==> config.mk <==
export PLATFORM = sky130hd
export DESIGN_NAME = uart_alu_initiator
export DESIGN_NICKNAME = d
export VERILOG_FILES = /design/src/rtl/uart_alu_initiator.sv
export SDC_FILE = /design/constraint.sdc
export NUM_CORES = 1
export LEC_CHECK = 0
export CAP_MARGIN = 5
export CORE_MARGIN = 10
export CORE_UTILIZATION = 57
export DETAILED_ROUTE_END_ITERATION = 16
export DONT_BUFFER_PORTS = 1
export PLACE_DENSITY = 0.75
export SLEW_MARGIN = 20
export SYNTH_ARGS = -nofsm -noshare
export SYNTH_HDL_FRONTEND = slang
export SYNTH_SLANG_ARGS = --single-unit
==> constraint.sdc <==
create_clock -name clk_i -period 4.4 [get_ports clk_i]
set_input_delay 1.1 -clock clk_i [delete_from_list [all_inputs] [get_ports clk_i]]
set_output_delay 1.1 -clock clk_i [all_outputs]
set_load 0.05 [all_outputs]
==> src/rtl/uart_alu_initiator.sv <==
// uart_alu_initiator: serializes one ALU command (header + operands) onto a
// byte-wide UART TX stream, then collects a 4-byte big-endian result from
// UART RX and presents it as a single 32-bit response word.
module uart_alu_initiator #(
  parameter int unsigned datawidth_p = 8,
  parameter int unsigned max_ops_p   = 4,
  parameter int unsigned timeout_p   = 65535
) (
  input  logic                             clk_i,
  input  logic                             rst_i,
  input  logic [7:0]                       cmd_opcode_i,
  input  logic [$clog2(max_ops_p+1)-1:0]   cmd_nops_i,
  input  logic                             cmd_valid_i,
  output logic                             cmd_ready_o,
  input  logic [31:0]                      opnd_data_i,
  input  logic                             opnd_valid_i,
  output logic                             opnd_ready_o,
  output logic [datawidth_p-1:0]           tx_data_o,
  output logic                             tx_valid_o,
  input  logic                             tx_ready_i,
  input  logic [datawidth_p-1:0]           rx_data_i,
  input  logic                             rx_valid_i,
  output logic                             rx_ready_o,
  output logic [31:0]                      rsp_data_o,
  output logic                             rsp_err_o,
  output logic                             rsp_valid_o,
  input  logic                             rsp_ready_i
);

  localparam int unsigned ops_w = $clog2(max_ops_p + 1);
  localparam int unsigned to_w  = $clog2(timeout_p + 1);

  typedef enum logic [2:0] {
    StIdle,
    StHdr,
    StOpLoad,
    StOpSend,
    StRxResp,
    StResp
  } state_t;

  state_t             state, state_n;
  logic [7:0]         opcode, opcode_n;
  logic [15:0]        len, len_n;
  logic [ops_w-1:0]   ops_left, ops_n;
  logic [1:0]         byte_cnt, bcnt_n;
  logic [31:0]        shift, shift_n;
  logic [to_w-1:0]    tcnt, tcnt_n, tcnt_inc;
  logic [31:0]        rsp_data_n;
  logic               rsp_err_n;
  logic [7:0]         tx_data_n;

  logic cmd_acc, opnd_acc, tx_acc, rx_acc, rsp_acc;

  assign cmd_acc  = cmd_valid_i  && cmd_ready_o;
  assign opnd_acc = opnd_valid_i && opnd_ready_o;
  assign tx_acc   = tx_valid_o   && tx_ready_i;
  assign rx_acc   = rx_valid_i   && rx_ready_o;
  assign rsp_acc  = rsp_valid_o  && rsp_ready_i;

  // Next-state, datapath and next-output computation.
  always_comb begin
    state_n    = state;
    opcode_n   = opcode;
    len_n      = len;
    ops_n      = ops_left;
    bcnt_n     = byte_cnt;
    shift_n    = shift;
    tcnt_n     = tcnt;
    tcnt_inc   = (tcnt == '1) ? tcnt : tcnt + 1'b1;
    rsp_data_n = rsp_data_o;
    rsp_err_n  = rsp_err_o;
    tx_data_n  = '0;

    unique case (state)
      StIdle: begin
        if (cmd_acc) begin
          opcode_n   = cmd_opcode_i;
          len_n      = 16'd4 + (16'(cmd_nops_i) << 2);
          rsp_data_n = '0;
          rsp_err_n  = 1'b0;
          bcnt_n     = '0;
          if (32'(cmd_nops_i) > max_ops_p) begin
            state_n   = StResp;
            rsp_err_n = 1'b1;
          end else begin
            state_n = StHdr;
            ops_n   = cmd_nops_i;
          end
        end
      end

      StHdr: begin
        if (tx_acc) begin
          bcnt_n = byte_cnt + 2'd1;
          if (byte_cnt == 2'd3) begin
            if (ops_left == '0) begin
              state_n = StRxResp;
              tcnt_n  = '0;
            end else begin
              state_n = StOpLoad;
            end
          end
        end
      end

      StOpLoad: begin
        if (opnd_acc) begin
          shift_n = opnd_data_i;
          bcnt_n  = '0;
          state_n = StOpSend;
        end
      end

      StOpSend: begin
        if (tx_acc) begin
          shift_n = {8'h00, shift[31:8]};
          bcnt_n  = byte_cnt + 2'd1;
          if (byte_cnt == 2'd3) begin
            ops_n = ops_left - 1'b1;
            if (ops_left == ops_w'(1)) begin
              state_n = StRxResp;
              tcnt_n  = '0;
            end else begin
              state_n = StOpLoad;
            end
          end
        end
      end

      StRxResp: begin
        if (rx_acc) begin
          rsp_data_n = {rsp_data_o[23:0], rx_data_i};
          tcnt_n     = '0;
          bcnt_n     = byte_cnt + 2'd1;
          if (byte_cnt == 2'd3) begin
            state_n   = StResp;
            rsp_err_n = 1'b0;
          end
        end else begin
          tcnt_n = tcnt_inc;
          if (tcnt_inc == to_w'(timeout_p)) begin
            state_n    = StResp;
            rsp_data_n = '0;
            rsp_err_n  = 1'b1;
          end
        end
      end

      StResp: begin
        if (rsp_acc) state_n = StIdle;
      end

      default: state_n = StIdle;
    endcase

    // Outputs are registered from the next state, so the byte presented on
    // tx_data_o follows whichever byte the next cycle will offer.
    if (state_n == StHdr) begin
      unique case (bcnt_n)
        2'd0:    tx_data_n = opcode_n;
        2'd1:    tx_data_n = 8'h00;
        2'd2:    tx_data_n = len_n[7:0];
        default: tx_data_n = len_n[15:8];
      endcase
    end else if (state_n == StOpSend) begin
      tx_data_n = shift_n[7:0];
    end
  end

  // State, datapath and registered-output update.
  always_ff @(posedge clk_i or posedge rst_i) begin
    if (rst_i) begin
      state        <= StIdle;
      opcode       <= '0;
      len          <= '0;
      ops_left     <= '0;
      byte_cnt     <= '0;
      shift        <= '0;
      tcnt         <= '0;
      cmd_ready_o  <= 1'b1;
      opnd_ready_o <= 1'b0;
      tx_valid_o   <= 1'b0;
      tx_data_o    <= '0;
      rx_ready_o   <= 1'b0;
      rsp_valid_o  <= 1'b0;
      rsp_data_o   <= '0;
      rsp_err_o    <= 1'b0;
    end else begin
      state        <= state_n;
      opcode       <= opcode_n;
      len          <= len_n;
      ops_left     <= ops_n;
      byte_cnt     <= bcnt_n;
      shift        <= shift_n;
      tcnt         <= tcnt_n;
      cmd_ready_o  <= (state_n == StIdle);
      opnd_ready_o <= (state_n == StOpLoad);
      tx_valid_o   <= (state_n == StHdr) || (state_n == StOpSend);
      tx_data_o    <= tx_data_n;
      rx_ready_o   <= (state_n == StRxResp);
      rsp_valid_o  <= (state_n == StResp);
      rsp_data_o   <= rsp_data_n;
      rsp_err_o    <= rsp_err_n;
    end
  end

endmodule

==> out/qor.yml, run 1 <==
run_status:
  status: "finished clean"
global_route:
  gr-total-overflow: 0
  grt_pass1_wl_um: 22900
  largest_net_degree_at_the_start_of_global_routing: 127
  first_global_vias: 4345
  initial_antenna_violation_count: 0
  grtUsageTotal_pct: 19.4
clocking:
  clock-sinks: 126
  cts-htree-levels: 4
  post_cts_repair_setup_buffers: 0
  worst_skew_pair.late_latency_ns: 0.52
  cts_inserted_buffers: 17
  clock_tree_from_tritoncts: "done"
  postCtsResizedCells: 0
  cts.root.buffer_cell: "sky130_fd_sc_hd__clkbuf_8"
  clk_pin_slew_ns: 0.05
  clk_path_buf_depth: 2
  cts_hold_repair.buffers: 0
logic_synthesis:
  synth_top_cell_by_area: "sky130_fd_sc_hd__dfrtp_1"
  synth_seq_cells: 126
  yosys.cell_types.count: 68
  ys_top_cells_by_area: "sky130_fd_sc_hd__dfrtp_1 (53%), sky130_fd_sc_hd__nand2_1 (9.2%), sky130_fd_sc_hd__o21ai_0 (4.0%), sky130_fd_sc_hd__a22o_1 (2.7%), sky130_fd_sc_hd__a22oi_1 (2.5%)"
  avgSynthCellArea_sq_um: 9.77
  post-synth-top-area-fraction_pct: 52.8
  netlist_area_sq_um: 5920
  yosys-top-cells-count: "sky130_fd_sc_hd__nand2_1 (145), sky130_fd_sc_hd__dfrtp_1 (125), sky130_fd_sc_hd__o21ai_0 (47)"
  synth.yosys.warnings: 0
  ys_seq_area_share_pct: 53.3
  synthesis.instances: 606
  post-synth-top-count-cell: "sky130_fd_sc_hd__nand2_1"
  yosys_most_used_dff: "sky130_fd_sc_hd__dfrtp_1"
  synth_edf_count: 0
  postSynth.asyncResetShare_pct: 100
  nets_in_the_synthesized_netlist: 671
critical_path:
  critical-path-slowest-cell: "sky130_fd_sc_hd__nor4_4"
  cp_top_family: "simple AND/OR/NAND/NOR gates"
  crit_buf_inv: 1
  crit_path_max_fanout: 32
  crit_path_end_kind: "flip-flop"
  critical_path.max_stage_delay_ns: 0.64
  critical_path_data_required_time_ns: 4.79
  setup.worst_path.start_class: "flip-flop"
  critical_path_class: "flip-flop to flip-flop"
  timing.critical_path.cells: "ha_1, nand3_4, nor4_4, nand2_2, a221o_1, nor4b_4, buf_4, o21ai_0"
  cp.arrival_ns: 3.44
min_path:
  holdCritPathClass: "flip-flop to flip-flop"
detailed_routing:
  via_density: 6.09
  dr_total_vias: 4536
  detailedRoute.firstPassIterationCount: 5
  detailedRoute.firstIterationViolations: 419
  drt-total-wl_um: 14000
  final_antenna_net_count: 0
  drc_errors: 0
  routed_wire_length_per_instance_um: 18.8
placed_design:
  portBuffers: 0
  dp_cells: 714
  finalWeightedCongestion: 0.907
  place_hpwl_um: 9520
sta:
  finalClockSkew_ns: 0.00930
  finalMaxSlewViolations: 0
  worst_slew_pin_slew_ns: 1.05
  setup_violators_final: 0
  setup_repair_after_global_routing_missed_its_margin: "false"
  finalHoldViolCount: 0
  hold-worst-slack_ns: 0.471
  max_clock_freq_mhz: 328
  final_worst_path_period_need_ns: 3.05
  setup_total_negative_slack_ns: 0
  final_min_period_over_clock_period_pct: 69.4
  relSlewSlack_pct: 30.2
finish:
  layout.cells.non_filler: 745
  antenna_cells: 0
  multi_input_area_sq_um: 2560
  layout.area.seq_sq_um: 3150
  fillers: 851
  total_nets_final: 662
  final_layout_size_suffix_gt1_share_pct: 8.21
  layout-area-overhead-vs-synth_pct: 10.9
pwr:
  power_per_cell_area_nw_per_um2: 634
  max-vdd-ir-drop_mv: 0.514
  p_leak_nw: 3.02
die:
  die_area_sq_um: 14900
  die_y_um: 122
  die_w_um: 122
  floorplan.core_area_sq_um: 10200
  floorplan.rows: 37
  initial_core_util_pct: 57.9
  io-pin-count: 104
job:
  maxCapViolations: 0
==> power by group <==
group | total, W | switching (W) | internal [W]
registers | 0.00208 | 0.000699 | 0.00138
logic | 0.000785 | 0.000484 | 0.000301
clock network | 0.00130 | 0.000466 | 0.000830
total | 0.00416 | 0.00165 | 0.00251
==> routing by layer <==
metal	track usage (%)	routed length (um)	up-vias
met3	9.39	1570	12
met4	7.23	149	0
li1	-	-	2129
met1	25.3	6050	2199
met2	27.4	6250	196
met5	0	0	-
==> layout make-up <==
class	count	area share [%]
flip-flops and latches	126	48.1
multi-input cells	429	39.0
clock buffers	25	7.07
well taps	136	2.59
clock inverters	6	1.30
repair buffers	8	1.11
inverters	15	0.915
==> worst reg2reg max path: stages (launching register included) <==
cell and delay, ns:
sky130_fd_sc_hd__dfrtp_1 0.43, sky130_fd_sc_hd__ha_1 0.37, sky130_fd_sc_hd__nand3_4 0.19, sky130_fd_sc_hd__nor4_4 0.65, sky130_fd_sc_hd__nand2_2 0.07, sky130_fd_sc_hd__a221o_1 0.45
sky130_fd_sc_hd__nor4b_4 0.28, sky130_fd_sc_hd__buf_4 0.32, sky130_fd_sc_hd__o21ai_0 0.16
==> registers in the layout, summed over array words and instances, names as in the netlist <==
| signal | flops |
|---|---|
| len | 16 |
| opcode | 8 |
| tx_valid_o | 1 |
| state | 3 |
| rsp_valid_o | 1 |
| ops_left | 3 |
| rsp_data_o | 32 |
| tcnt | 16 |
| rx_ready_o | 1 |
| tx_data_o | 8 |
| opnd_ready_o | 1 |
| shift | 32 |
| rsp_err_o | 1 |
| cmd_ready_o | 1 |
| byte_cnt | 2 |
==> worst paths after layout <==
kind | start | to | slack [ns] | cells past startpoint
setup reg to reg | tcnt[0]$_DFFE_PP0P_ | rsp_data_o[22]$_DFFE_PP0P_ | 1.35 | 8
setup / recovery | tcnt[0]$_DFFE_PP0P_ | rsp_data_o[22]$_DFFE_PP0P_ | 1.35 | 8
hold reg to reg | len[5]$_DFF_PP0_ | len[5]$_DFF_PP0_ | 0.47 | 2
min in group asynchronous | rst_i | ops_left[1]$_DFFE_PP0P_ | 0.62 | 2
hold / removal | len[5]$_DFF_PP0_ | len[5]$_DFF_PP0_ | 0.47 | 2
max in group asynchronous | rst_i | tcnt[14]$_DFFE_PP0P_ | 3.26 | 2
==> stage by stage <==
| stage | total power [W] | instance area, sq um | util, % | setup slack (ns) |
|---|---|---|---|---|
| after floorplan | 0.00265 | 5920 | - | 1.65 |
| after global placement | 0.00284 | 6010 | 58.8 | 1.15 |
| after detailed placement | 0.00288 | 6010 | 58.8 | 0.951 |
| after CTS | 0.00419 | 6560 | 64.2 | 1.38 |
| after global routing | 0.00438 | 6560 | 64.2 | 1.16 |
| final | 0.00416 | 6560 | 64.2 | 1.35 |
==> placed cells by master (no fill, tap or decap), types with 10 or more instances in the layout <==
cell                        instances
sky130_fd_sc_hd__a21oi_1           16
sky130_fd_sc_hd__nor2_1            20
sky130_fd_sc_hd__and2_1            15
sky130_fd_sc_hd__a21o_1            10
sky130_fd_sc_hd__o21ai_0           47
sky130_fd_sc_hd__a22o_1            18
sky130_fd_sc_hd__nand2_1          145
sky130_fd_sc_hd__dfrtp_1          125
sky130_fd_sc_hd__inv_1             14
sky130_fd_sc_hd__mux2i_1           15
sky130_fd_sc_hd__clkbuf_16         16
sky130_fd_sc_hd__a22oi_1           20
==> cell families (layout without fill, tap and decap cells) <==
family | after synthesis | count (layout) | share of synthesized area, %
AND/OR/NAND/NOR | 243 | 243 | 19.8
AO/OA/AOI/OAI | 159 | 159 | 18.2
flip-flops | 126 | 126 | 53.3
buffers and inverters | 51 | 54 | 3.80
multiplexers | 17 | 17 | 2.92
adder cells (fa/ha/maj) | 7 | 7 | 1.48
XOR/XNOR | 3 | 3 | 0.444
No activity file was read; power rests on OpenSTA's default activity.
==> run 2: changes to the inputs <==
--- a/config.mk
+++ b/config.mk
@@ -7,10 +7,10 @@
 export LEC_CHECK = 0
 export CAP_MARGIN = 5
 export CORE_MARGIN = 10
-export CORE_UTILIZATION = 57
+export CORE_UTILIZATION = 58
 export DETAILED_ROUTE_END_ITERATION = 16
 export DONT_BUFFER_PORTS = 1
-export PLACE_DENSITY = 0.75
+export PLACE_DENSITY = 0.74
 export SLEW_MARGIN = 20
 export SYNTH_ARGS = -nofsm -noshare
 export SYNTH_HDL_FRONTEND = slang
==> constraint.sdc (replaced) <==
create_clock -name clk_i -period 3.2 [get_ports clk_i]
set_input_delay 0.8 -clock clk_i [delete_from_list [all_inputs] [get_ports clk_i]]
set_output_delay 0.8 -clock clk_i [all_outputs]
set_load 0.05 [all_outputs]
==> run 2 against run 1 <==
  * Sequential power up 36%
  * Sequential share of layout area down 0.82 points
  * Total power up 42%
  * Combinational power up 52%
  * Largest power group unchanged
==> out/qor.yml, run 2 (synthesized netlist as in run 1, its figures left out) <==
run_status:
  status: "finished clean"
detailed_routing:
  detailedRoute.firstIterationViolations: 462  # +10%
  route.met3.wl_um: 1320  # -16%
  uppermost_metal_layer_occupied_by_signal_nets: "met4"
  drt-total-wl_um: 14500  # +3.3%
  drc_errors: 0  # unchanged
  detailedRoute.firstPassIterationCount: 5  # unchanged
  via_density: 6.08  # -0.17%
  dr_total_vias: 4577  # +0.90%
  routed_wire_length_per_instance_um: 19.2  # +2.2%
  final_antenna_net_count: 0  # unchanged
  routedLengthMet1_um: 6240  # +3.2%
  route.met2.wl_um: 6660  # +6.5%
pwr:
  p_leak_nw: 3.09  # +2.5%
  power_per_cell_area_nw_per_um2: 884  # +39%
  max-vdd-ir-drop_mv: 0.595  # +16%
sta:
  finalMaxSlewViolations: 0  # unchanged
  final_worst_path_period_need_ns: 2.85  # -0.199 ns
  timing.final.ws_setup_ns: 0.348  # -1.00 ns
  setup_repair_after_global_routing_missed_its_margin: "false"
  finalClockSkew_ns: 0.00813  # -0.00117 ns
  setup_violators_final: 0  # unchanged
  max_clock_freq_mhz: 351  # +7.0%
  final_min_period_over_clock_period_pct: 89.1  # +20 points
  setup_total_negative_slack_ns: 0  # unchanged
  worst_slew_pin_slew_ns: 0.997  # -0.0511 ns
  hold-worst-slack_ns: 0.256  # -0.215 ns
  relSlewSlack_pct: 33.6  # +3.4 points
  finalHoldViolCount: 0  # unchanged
global_route:
  grt_pass1_wl_um: 23900  # +4.4%
  first_global_vias: 4522  # +4.1%
  grtUsageTotal_pct: 20.5  # +1.1 points
  initial_antenna_violation_count: 0  # unchanged
  gr-total-overflow: 0  # unchanged
  largest_net_degree_at_the_start_of_global_routing: 35  # -72%
clocking:
  post_cts_repair_setup_buffers: 0  # unchanged
  cts_hold_repair.buffers: 0  # unchanged
  cts.root.buffer_cell: "sky130_fd_sc_hd__clkbuf_8"
  postCtsResizedCells: 0  # unchanged
  clk_pin_slew_ns: 0.06  # about the same
  clock-sinks: 126  # unchanged
  worst_skew_pair.late_latency_ns: 0.53  # about the same
  cts-htree-levels: 4  # unchanged
  cts_inserted_buffers: 17  # unchanged
  clock_tree_from_tritoncts: "done"
  clk_path_buf_depth: 2  # unchanged
placed_design:
  post-place-ws_ns: 0.426  # -0.524 ns
  place_hpwl_um: 9980  # +4.9%
  placed_area_sq_um: 6090  # +1.2%
  portBuffers: 0  # unchanged
  finalWeightedCongestion: 0.898  # -1.0%
finish:
  total_nets_final: 672  # +1.5%
  stdcell_area_sq_um: 6680  # +1.7%
  antenna_cells: 0  # unchanged
  biggestRegsByFlops: "rsp_data_o (32), shift (32)"
  multi_input_area_sq_um: 2560  # about the same
  layout.area.seq_sq_um: 3150  # unchanged
  layout-area-overhead-vs-synth_pct: 12.8
  fillers: 758  # -11%
  layout.cells.most_common: "sky130_fd_sc_hd__nand2_1"
  most-common-layout-cells: "sky130_fd_sc_hd__nand2_1 (145), sky130_fd_sc_hd__dfrtp_1 (125), sky130_fd_sc_hd__o21ai_0 (47), sky130_fd_sc_hd__a22oi_1 (20), sky130_fd_sc_hd__nor2_1 (19)"
  final_layout_size_suffix_gt1_share_pct: 11.0  # +2.8 points
die:
  initial_core_util_pct: 60.0  # +2.2 points
  die_y_um: 121  # -0.72%
  floorplan.rows: 36  # -2.7%
  die_w_um: 121  # -0.72%
  floorplan.core_area_sq_um: 9860  # -3.6%
  die_area_sq_um: 14600  # -1.4%
  io-pin-count: 104  # unchanged
job:
  maxCapViolations: 0  # unchanged
critical_path:
  critical_path.max_stage_delay_ns: 0.44  # -0.20 ns
  crit_path_max_fanout: 32  # unchanged
  critical_path_data_required_time_ns: 3.60  # -1.19 ns
  setup.worst_path.start_class: "flip-flop"
  cp_top_family: "simple AND/OR/NAND/NOR gates"
  cp.arrival_ns: 3.25  # -0.19 ns
  critical_path_class: "flip-flop to flip-flop"
  crit_buf_inv: 1  # unchanged
  timing.critical_path.cells: "ha_1, nand3_4, nor4_1, mux2i_1, a221o_1, nor4b_4, buf_4, o21ai_0"
  crit_path_end_kind: "flip-flop"
  critical-path-slowest-cell: "sky130_fd_sc_hd__dfrtp_1"
min_path:
  holdCritPathClass: "primary input to asynchronous set/reset pin"
-- run 2: worst paths after layout --
| check | depth (start not counted) | slack (ns) | from | to |
|---|---|---|---|---|
| max | 8 | 0.35 | tcnt[0]$_DFFE_PP0P_ | rsp_data_o[16]$_DFFE_PP0P_ |
| min | 1 | 0.26 | rst_i | ops_left[1]$_DFFE_PP0P_ |
| max reg2reg | 8 | 0.35 | tcnt[0]$_DFFE_PP0P_ | rsp_data_o[16]$_DFFE_PP0P_ |
| min reg2reg | 2 | 0.46 | len[5]$_DFF_PP0_ | len[5]$_DFF_PP0_ |
| max in group asynchronous | 2 | 2.07 | rst_i | tx_data_o[4]$_DFF_PP0_ |
| min in group clk_i | 2 | 0.39 | rx_data_i[5] | rsp_data_o[5]$_DFFE_PP0P_ |
-- run 2: final cells by class --
class,count,area share [%]
clock buffers,20,6.82
clock inverters,12,2.00
inverters,15,0.899
multi-input cells,429,38.3
flip-flops and latches,126,47.2
well taps,133,2.49
repair buffers,18,2.21
-- run 2: stage by stage --
step | total power [W] | utilization, % | instances
3_3_place_gp | 0.00396 | 61.7 | 721
5_1_grt | 0.00620 | 67.7 | 753
3_5_place_dp | 0.00402 | 61.7 | 721
6_report | 0.00590 | 67.7 | 753
2_1_floorplan | 0.00364 | - | 606
4_1_cts | 0.00593 | 67.7 | 753
-- run 2: power breakdown --
group          internal, W  switching (W)  total, W
Clock              0.00117       0.000724   0.00190
Combinational     0.000455       0.000734   0.00119
Sequential         0.00190       0.000913   0.00282
-- run 2: routing by layer --
| layer | up-vias | track usage, % |
|---|---|---|
| li1 | 2168 | - |
| met1 | 2239 | 26.7 |
| met2 | 142 | 29.9 |
| met3 | 28 | 7.82 |
| met4 | 0 | 9.05 |
| met5 | - | 0 |
==> run 3: changes to the inputs <==
--- a/config.mk
+++ b/config.mk
@@ -10,7 +10,7 @@
 export CORE_UTILIZATION = 58
 export DETAILED_ROUTE_END_ITERATION = 16
 export DONT_BUFFER_PORTS = 1
-export PLACE_DENSITY = 0.74
+export PLACE_DENSITY = 0.72
 export SLEW_MARGIN = 20
 export SYNTH_ARGS = -nofsm -noshare
 export SYNTH_HDL_FRONTEND = slang
==> run 3 against run 2 <==
  * Final cell count shrank 0.27%
  * Clock-buffer cell count unchanged
  * First-iteration DRC count shrank 20%
  * Hold slack better by 0.029 ns
  * Cell area shrank 0.15%
  * Sequential share of layout area up 0.071 points
  * Combinational power hardly changed
  * Worst setup slack improved by 0.012 ns
  * Sequential power about the same
==> out/qor.yml, run 3 (synthesized netlist as in run 1, its figures left out) <==
job:
  maxCapViolations: 0  # unchanged
finish:
  stdcell_area_sq_um: 6670  # -0.15%
  layout-area-overhead-vs-synth_pct: 12.6
  total_nets_final: 670  # -0.30%
  antenna_cells: 0  # unchanged
  most-common-layout-cells: "sky130_fd_sc_hd__nand2_1 (145), sky130_fd_sc_hd__dfrtp_1 (125), sky130_fd_sc_hd__o21ai_0 (47), sky130_fd_sc_hd__a22oi_1 (20), sky130_fd_sc_hd__nor2_1 (19)"
  fillers: 746  # -1.6%
  layout.cells.most_common: "sky130_fd_sc_hd__nand2_1"
  biggestRegsByFlops: "rsp_data_o (32), shift (32)"
  final_layout_size_suffix_gt1_share_pct: 10.5  # -0.45 points
global_route:
  grtUsageTotal_pct: 19.6  # -0.90 points
  gr-total-overflow: 0  # unchanged
  grt_pass1_wl_um: 23100  # -3.2%
  largest_net_degree_at_the_start_of_global_routing: 51  # +46%
  initial_antenna_violation_count: 0  # unchanged
  first_global_vias: 4431  # -2.0%
critical_path:
  critical_path_data_required_time_ns: 3.57  # -0.03 ns
  cp.arrival_ns: 3.21  # -0.04 ns
  critical_path_class: "flip-flop to flip-flop"
  timing.critical_path.cells: "ha_1, nand3_4, nor4_1, mux2i_1, a221o_1, nor4b_4, buf_4, o21ai_0"
  setup.worst_path.start_class: "flip-flop"
  crit_path_end_kind: "flip-flop"
  critical-path-slowest-cell: "sky130_fd_sc_hd__dfrtp_1"
  critical_path.max_stage_delay_ns: 0.44  # about the same
  crit_path_max_fanout: 32  # unchanged
placed_design:
  finalWeightedCongestion: 0.908  # +1.1%
  placed_area_sq_um: 6090  # about the same
  post-place-ws_ns: 0.387  # -0.0398 ns
  portBuffers: 0  # unchanged
  place_hpwl_um: 10000  # +0.57%
pwr:
  power_frac_clock_pct: 31.7  # -0.5 points
  total_switching_power_w: 0.00235  # -1.1%
  power_per_cell_area_nw_per_um2: 876  # -0.86%
  power_switching_share_pct: 40.1  # about the same
  max-vdd-ir-drop_mv: 0.687  # +15%
  fin_total_pwr_w: 0.00584  # -1.0%
  p_leak_nw: 3.08  # -0.50%
  seqPwrFrac_pct: 48.5  # +0.8 points
  share_comb_of_total_power_pct: 19.8  # -0.3 points
  internal_cell_power_w: 0.00350  # -0.97%
detailed_routing:
  drc_errors: 0  # unchanged
  via_density: 6.01  # -1.0%
  routed_wire_length_per_instance_um: 19.0  # -1.3%
  dr_total_vias: 4517  # -1.3%
  routedLengthMet1_um: 6080  # -2.7%
  route.met3.wl_um: 1520  # +15%
  route.met2.wl_um: 6500  # -2.4%
  detailedRoute.firstPassIterationCount: 7  # +2
  uppermost_metal_layer_occupied_by_signal_nets: "met4"
  detailedRoute.firstIterationViolations: 368  # -20%
  final_antenna_net_count: 0  # unchanged
  drt-total-wl_um: 14300  # -1.5%
sta:
  setup_total_negative_slack_ns: 0  # unchanged
  relSlewSlack_pct: 30.6  # -2.9 points
  final_worst_path_period_need_ns: 2.84  # -0.0124 ns
  max_clock_freq_mhz: 352  # +0.44%
  finalHoldViolCount: 0  # unchanged
  finalClockSkew_ns: 0.0106  # +0.00252 ns
  setup_violators_final: 0  # unchanged
  setup_repair_after_global_routing_missed_its_margin: "false"
  timing.final.ws_setup_ns: 0.360  # +0.0124 ns
  final_min_period_over_clock_period_pct: 88.7  # -0.39 points
  worst_slew_pin_slew_ns: 1.04  # +0.0442 ns
  finalMaxSlewViolations: 0  # unchanged
die:
  floorplan.rows: 36  # unchanged
  die_area_sq_um: 14600  # unchanged
  floorplan.core_area_sq_um: 9860  # unchanged
  io-pin-count: 104  # unchanged
  die_w_um: 121  # unchanged
  initial_core_util_pct: 60.0  # unchanged
  die_y_um: 121  # unchanged
clocking:
  post_cts_repair_setup_buffers: 0  # unchanged
  cts_hold_repair.buffers: 0  # unchanged
  cts_inserted_buffers: 17  # unchanged
  clock_tree_from_tritoncts: "done"
  postCtsResizedCells: 0  # unchanged
  clock-sinks: 126  # unchanged
  cts-htree-levels: 4  # unchanged
  clk_pin_slew_ns: 0.06  # about the same
  clk_path_buf_depth: 2  # unchanged
  cts.root.buffer_cell: "sky130_fd_sc_hd__clkbuf_8"
  worst_skew_pair.late_latency_ns: 0.52  # about the same
min_path:
  holdCritPathClass: "primary input to asynchronous set/reset pin"
run_status:
  status: "finished clean"
## run 3: per-stage QoR
stage,utilization (%),cells,hold slack (ns)
after CTS,67.6,751,0.301
after global placement,61.7,719,0.448
after detailed placement,61.7,719,0.463
after floorplan,-,606,0.433
final,67.6,751,0.285
after global routing,67.6,751,0.328
## run 3: area by class of cell
| cell class | instances | area (sq um) | area share (%) |
|---|---|---|---|
| Tap cell | 133 | 166 | 2.50 |
| Timing Repair Buffer | 16 | 145 | 2.18 |
| Sequential cell | 126 | 3150 | 47.3 |
| Multi-Input combinational cell | 429 | 2560 | 38.4 |
| Inverter | 15 | 60.1 | 0.901 |
| Clock buffer | 20 | 445 | 6.68 |
| Clock inverter | 12 | 136 | 2.05 |
## run 3: per-layer routing
metal / track usage, % / vias to the layer above
met5: 0 / -
li1: - / 2150
met1: 24.7 / 2182
met2: 29.6 / 166
met4: 6.86 / 0
met3: 8.47 / 19
## run 3: worst paths after layout
kind                                         endpoint                 from  cells after the start  slack (ns)
hold / removal                ops_left[0]$_DFFE_PP0P_                rst_i                      1        0.29
max in group asynchronous            len[7]$_DFF_PP0_                rst_i                      2        2.22
min in group clk_i          rsp_data_o[1]$_DFFE_PP0P_         rx_data_i[1]                      2        0.40
hold reg to reg                      len[5]$_DFF_PP0_     len[5]$_DFF_PP0_                      2        0.47
setup reg to reg           rsp_data_o[20]$_DFFE_PP0P_  tcnt[0]$_DFFE_PP0P_                      8        0.36
setup / recovery           rsp_data_o[20]$_DFFE_PP0P_  tcnt[0]$_DFFE_PP0P_                      8        0.36
## run 3: critical path, delay by kind of cell, from the launching register on
family | cells | cell delay [ns]
AO/OA/AOI/OAI | 2 | 0.54
adder cells (fa/ha/maj) | 1 | 0.35
buffers and inverters | 1 | 0.33
flip-flops | 1 | 0.44
multiplexers | 1 | 0.15
AND/OR/NAND/NOR | 3 | 0.89
## run 3: power groups by stage
stage | clock network (W) | registers, W | logic [W]
detailed placement | 0 | 0.00287 | 0.00114
global placement | 0 | 0.00285 | 0.00111
floorplan | 0 | 0.00275 | 0.000895
CTS | 0.00187 | 0.00284 | 0.00115
finish | 0.00185 | 0.00283 | 0.00116
global route | 0.00195 | 0.00288 | 0.00128
